$ cat src/rtl/code_fetch.sv
// Fetch/decode front end for one CPU7 core: reads 14-bit code words at pcp and
// issues either an instruction pair or a literal of up to four extension words.
module code_fetch #(
   parameter logic [6:0] LIT_OP = 7'h7F,
   parameter int         ADDR_W = 28
) (
   input  logic              clk,
   input  logic              rst_n,
   input  logic              run,
   input  logic              core_en,
   input  logic              core_idle,
   input  logic [ADDR_W-1:0] pcp,
   output logic              pcp_step_en,
   output logic [13:0]       instr,
   output logic              instr_en,
   output logic [55:0]       push_value,
   output logic              push_en,
   output logic              mem_req,
   output logic [ADDR_W-1:0] mem_addr,
   input  logic              mem_ack,
   input  logic [13:0]       mem_rdata,
   output logic              busy
);

   // Memory handshake: mem_req stays high until a cycle in which mem_ack is
   // also high; that cycle transfers mem_rdata, and mem_ack may come in the
   // same cycle mem_req rises. Core pulses fire only in cycles with core_en=1.
   typedef enum logic [2:0] {
      S_IDLE   = 3'd0,
      S_REQ    = 3'd1,
      S_STEP   = 3'd2,
      S_DECODE = 3'd3,
      S_ISSUE  = 3'd4,
      S_DRAIN  = 3'd5,
      S_WAIT   = 3'd6
   } state_t;

   state_t      state_q;
   state_t      state_d;
   logic [13:0] word_q;
   logic [55:0] acc_q;
   logic [2:0]  cnt_q;
   logic        ext_q;
   logic [13:0] instr_q;
   logic [55:0] push_q;
   logic        issue;
   logic        is_hdr;
   logic [2:0]  lit_n;
   logic        sx;
   logic [55:0] lit_value;

   assign is_hdr   = (word_q[6:0] == LIT_OP);
   assign lit_n    = {1'b0, word_q[8:7]} + 3'd1;
   assign sx       = word_q[9];
   assign mem_addr = pcp;
   assign busy     = (state_q != S_IDLE);

   // ext_q marks that word_q holds a literal header and acc_q is being filled.
   assign instr_en   = issue & ~ext_q;
   assign push_en    = issue & ext_q;
   assign instr      = instr_en ? word_q : instr_q;
   assign push_value = push_en ? lit_value : push_q;

   always_comb begin
      lit_value = acc_q;
      case (word_q[8:7])
         2'd0:    lit_value = {{42{sx & acc_q[13]}}, acc_q[13:0]};
         2'd1:    lit_value = {{28{sx & acc_q[27]}}, acc_q[27:0]};
         2'd2:    lit_value = {{14{sx & acc_q[41]}}, acc_q[41:0]};
         default: lit_value = acc_q;
      endcase
   end

   always_comb begin
      state_d     = state_q;
      mem_req     = 1'b0;
      pcp_step_en = 1'b0;
      issue       = 1'b0;
      case (state_q)
         S_IDLE: begin
            if (run && core_en && core_idle) state_d = S_REQ;
         end
         S_REQ: begin
            mem_req = 1'b1;
            if (mem_ack) state_d = S_STEP;
         end
         S_STEP: begin
            if (core_en) begin
               pcp_step_en = 1'b1;
               if (!ext_q)             state_d = S_DECODE;
               else if (cnt_q == 3'd1) state_d = S_ISSUE;
               else                    state_d = S_REQ;
            end
         end
         S_DECODE: begin
            state_d = is_hdr ? S_REQ : S_ISSUE;
         end
         S_ISSUE: begin
            if (core_en) begin
               issue   = 1'b1;
               state_d = S_DRAIN;
            end
         end
         // The core may still report idle in the cycle right after an issue.
         S_DRAIN: state_d = S_WAIT;
         S_WAIT: begin
            if (core_idle) state_d = S_IDLE;
         end
         default: state_d = S_IDLE;
      endcase
   end

   always_ff @(posedge clk) begin
      if (!rst_n) begin
         state_q <= S_IDLE;
         word_q  <= '0;
         acc_q   <= '0;
         cnt_q   <= '0;
         ext_q   <= 1'b0;
         instr_q <= '0;
         push_q  <= '0;
      end else begin
         state_q <= state_d;
         if (state_q == S_IDLE) ext_q <= 1'b0;
         if (state_q == S_REQ && mem_ack) begin
            if (ext_q) acc_q  <= {acc_q[41:0], mem_rdata};
            else       word_q <= mem_rdata;
         end
         if (state_q == S_STEP && core_en && ext_q) cnt_q <= cnt_q - 3'd1;
         if (state_q == S_DECODE && is_hdr) begin
            cnt_q <= lit_n;
            acc_q <= '0;
            ext_q <= 1'b1;
         end
         if (instr_en) instr_q <= word_q;
         if (push_en)  push_q  <= lit_value;
      end
   end

endmodule

$ cat config.mk
export PLATFORM = sky130hd
export DESIGN_NAME = code_fetch
export DESIGN_NICKNAME = d
export VERILOG_FILES = /design/src/rtl/code_fetch.sv
export SDC_FILE = /design/constraint.sdc
export NUM_CORES = 1
export LEC_CHECK = 0
export CAP_MARGIN = 20
export CORE_AREA = 2 2 125 127
export DETAILED_ROUTE_END_ITERATION = 10
export DIE_AREA = 0 0 127 129
export PLACE_DENSITY = 0.7
export SLEW_MARGIN = 20
export SYNTH_ARGS = -nofsm -noshare
export SYNTH_HDL_FRONTEND = slang
export SYNTH_SLANG_ARGS = --single-unit
$ cat constraint.sdc
create_clock -name clk -period 2.34 [get_ports clk]
set_clock_uncertainty 0.1 [all_clocks]
set_input_delay 0.234 -clock clk [delete_from_list [all_inputs] [get_ports clk]]
set_output_delay 0.234 -clock clk [all_outputs]
set_load 0.05 [all_outputs]
After elaboration in Yosys (flattened, before gate mapping):

Cells that the tools add are included.

* output and inout port bits: 103
* word-level logic and storage cells: 66
* register bits after elaboration: 147
* input port bits: 48

* reduce and logical (&&, ||, !) cells: 15
* equal/unequal tests: 15
* mux-type cells: 20
* bitwise logic cells: 7
* $add $sub $neg: 2

Operators with widths (count)
* $pmux 56 s3: 1
* $mux 56: 1
* $mux 3: 10
* $pmux 3 s7: 1
* $mux 14: 1
* $ne 2x2->1 const B: 5
* $eq 3x3->1 const B: 3
* $eq 7x7->1 const B: 1
* $eq 3x1->1 const B: 2
* $eq 3x2->1 const B: 2
* $logic_and 1x1->1: 6
* $mux 1: 6
* $and 1x1->1: 5
* $reduce_and 5->1: 1
* $reduce_and 2->1: 2
* $reduce_bool 2->1: 2
* $add 2x1->3 const B: 1
* $logic_not 3->1: 1
* $reduce_bool 3->1: 1
* $sub 3x1->3 const B: 1
* $eq 2x1->1 const B: 1
* $eq 2x2->1 const B: 1
* $logic_not 2->1: 1
* $not 1->1: 2
* $reduce_or 2->1: 1

Depth between registers and ports, before layout:

* depth after elaboration: 5
* depth in mapped cells: 8
* depth with buffers taken out: 6

Worst setup path after synthesis:

OpenSTA, ideal clock, no wires.

* kind: register -> output
* from: reg word_q[7]
* to: out push_value[32]
* data required time: 2.006 ns
* buffers on the path: 2
* slack: -0.227 ns
* stages on the path, launching flop included: 7
* arrival: 2.233 ns
* cells stage by stage: dfxtp_1 ha_1 nor2b_1 nand2_1 clkbuf_1 buf_1 a31oi_1

* word-level cells in the longest chain between the ends: 3
* elaborated cells between the ends (all ways): 5
* those cells by class: eq/ne: 2; mux: 2; reduce/logical: 1

RTL lines
* from (decl): RTL line 40 `logic [13:0] word_q;`
* from (signal assigned): RTL line 127 `else word_q <= mem_rdata;`
* $eq 2x2->1 (tied with other cells): RTL line 66 `case (word_q[8:7])`
* $pmux 56 s3 *: RTL line 66
* $mux 56 *
* to (decl): RTL line 16 `output logic [55:0] push_value,`

Mark *: on every way between the ends. The rest lies on a longest branch, timed or not.

Final worst setup path:

* from: reg word_q[7]
* to: out push_value[20]

The elaborated chain is that of the path after synthesis.

==> results.cfg <==
[global_routing]
grt_max_degree = 61
grt_pass1_vias = 5146
grt_overflow_total = 0
grt_pass1_wl_mm = 25.9
antenna_found_initial = 0
grt_usage_pct = 19.8

[clock_network]
cts.sinks = 147
cts_hold_buffers = 0
cts_buffer_depth = 2
clk_latency_ns = 0.42
numCtsBuffers = 17
clk_pin_slew_worst_paths_ns = 0.06
cts_tree = yes
cts_max_level = 4
cts-root-buf = clkbuf_16

[timing]
fin_crit_ns = 2.33
finalMaxSlewViolations = 0
min_period_over_period_pct = 99.4
relSlewSlack_pct = 53.8
finalHoldViolCount = 0
setup_viol = 0
rsz0062_at_grt = yes
tightest_slew_ns = 0.693
max_freq_ghz = 0.430

[floorplan]
ios = 151
num_rows = 45
start_util_pct = 42.4
dieArea_um2 = 16400
design.core.area_um2 = 15000
die_w_um = 127
die_h_um = 129

[synthesis]
synth_top_cell_by_area = dfxtp_1
synth_fp_nets = 787
synth_warnings = 0
yosysSeqAreaShare_pct = 46.4
syn_area_um2 = 6350
ys.flop_type = dfxtp_1
synth_top_area_share_pct = 46.4
synth-edff-count = 0
synthTopCellsByArea = dfxtp_1 (46%), nand2_1 (8.6%), a21oi_1 (7.2%), buf_4 (3.7%), nor2_1 (3.5%)
syn_avg_cell_area_um2 = 8.66
ys_top_cells_by_count = dfxtp_1 (147), nand2_1 (146), a21oi_1 (91)
ys_types = 49
yosysMostFrequentCell = dfxtp_1
async_flop_share_pct = 0
synth_seq_cells = 147
postSynthCellCount = 733

[route]
wl_per_cell_um = 16.1
postRouteAntennaNets = 0
wl_mm = 16.2
wl_met2_mm = 7.32
drt_iter0_drc = 473
drt_pass1_iterations = 6
via_count = 5370
highest_layer = met4
drc = 0
wl_met3_um = 931
m1WireLength_mm = 7.60
vias_per_cell = 5.36

[worst_setup_path]
reg2reg_from = state_q[0]
setup.worst_path.start_class = flip-flop
slowest_stage = dfxtp_4
critPathCaptureType = output port
max_stage_delay_ns = 0.41
arrival_ns = 1.99
worstSetupPathType = reg -> out
r2r_cells = 6
reg2reg_slack_ns = 0.35
rr_endpoint = acc_q[51]
worstPathRequired_ns = 2.01
path_cells = inv_4 -> ha_4 -> or3_4 -> buf_4 -> nand2_1 -> a21oi_2 -> buf_12
cp_max_fo = 4

[min_path]
worstHoldPathCells = 3
hold_class = in -> reg
hp-start = mem_rdata[9]
hold_end = acc_q[9]

[layout]
drive_gt1_share_pct = 30.3
multi_input_area_um2 = 3160
area_growth_pct = 43.0
final_nets = 855
design_area_um2 = 9080
fill_cells = 1183
diodes = 0
seq_area_um2 = 2960

[power_and_ir_drop]
peakVddDrop_mv = 0.543
p_sw_share_pct = 20.7
clkPwrFrac_pct = 51.1
power_mw = 5.90
power.switching_mw = 1.22
p_comb_share_pct = 5.8
seq_power_share_pct = 43.1
p_per_area_nw_per_um2 = 649
power.leakage_nw = 3.27
internal_power_mw = 4.67

[placement]
port_buffers = 94
dp_hpwl_mm = 10.2
place_area_um2 = 7850
place_congestion = 0.847

[run_status]
status = finished, final reports clean

[flow_run]
cap_violations = 0
==> kinds of logic (layout without fill, tap and decap cells) <==
family                     after synthesis  in the layout  share of synthesized area, %
xor gates and xnor gates                 1              1                         0.138
buffers and inverters                   97            178                          9.13
adders and majority gates                6              6                          1.18
muxes                                   43             43                          7.88
and+or+nand+nor                        262            262                          18.2
AOI/OAI and AO/OA                      177            177                          17.1
DFF                                    147            147                          46.4
==> routing by layer <==
metal	track usage, %	up-vias
met2	30.4	183
met5	0	-
li1	-	2613
met1	27.2	2553
met3	4.57	21
met4	7.89	0
==> metrics by stage <==
step	hold WS [ns]	cells	worst slack (ns)	TNS [ns]	util, %
after floorplan	0.267	733	-0.227	-3.17	-
after global placement	0.345	957	0.0394	0	52.4
after detailed placement	0.350	957	0.0104	0	52.4
after CTS	0.308	992	0.00768	0	58.6
after global routing	0.313	1002	-0.0354	-0.442	60.6
final	0.318	1002	0.0136	0	60.6
==> state kept, by name, summed over array words and instances, names as in the netlist <==
signal	cells
word_q	14
instr_q	14
acc_q	56
push_q	56
state_q	3
ext_q	1
cnt_q	3
==> power by group through the flow <==
stage          combinational [mW]  clock, mW  sequential, mW
2_1_floorplan               0.339          0            2.59
3_3_place_gp                0.310          0            2.59
3_5_place_dp                0.313          0            2.59
4_1_cts                     0.322       3.04            2.54
5_1_grt                     0.369       3.15            2.54
6_report                    0.342       3.01            2.54
==> cells in the final DEF (no fill, tap or decap), drive strengths merged, types with 5 or more instances in the layout <==
cell type        n
dfxtp          147
nand2          146
buf            111
a21oi           91
nor2            60
and2            30
a211oi          29
mux2            29
clkbuf          27
clkdlybuf4s50   19
o21ai           16
a311oi          15
a31oi           15
mux2i           14
inv             11
nand3            7
ha               6
bufinv           5
==> area by class of cell <==
cell class,instances,area share [%]
multi-input combinational,489,34.8
clock inverter,8,1.89
clock buffer,24,5.41
sequential,147,32.6
inverter,11,0.565
timing repair buffer,135,22.2
tap,188,2.59
==> critical path: cells and delay by family, from the launching register on <==
family | cells | cell delay, ns
and+or+nand+nor | 2 | 0.52
DFF | 1 | 0.41
buffers and inverters | 3 | 0.38
adders and majority gates | 1 | 0.17
AOI/OAI and AO/OA | 1 | 0.09
==> repair_timing <==
item,in CTS,in global routing
endpoints found under the setup margin,70,47
pin swaps,0,3
buffers inserted,1,7
gates resized for setup,53,33
cloned,2,3
==> worst max path at each step <==
stage / startpoint / cells past startpoint / to
finish: word_q[7] / 7 / push_value[20]
global route: word_q[7] / 7 / push_value[20]
CTS: word_q[8] / 7 / push_value[44]
detailed placement: core_en / 8 / push_value[36]
global placement: core_en / 8 / push_value[30]
floorplan: word_q[7] / 6 / push_value[32]
No activity file was read; power rests on OpenSTA's default activity.
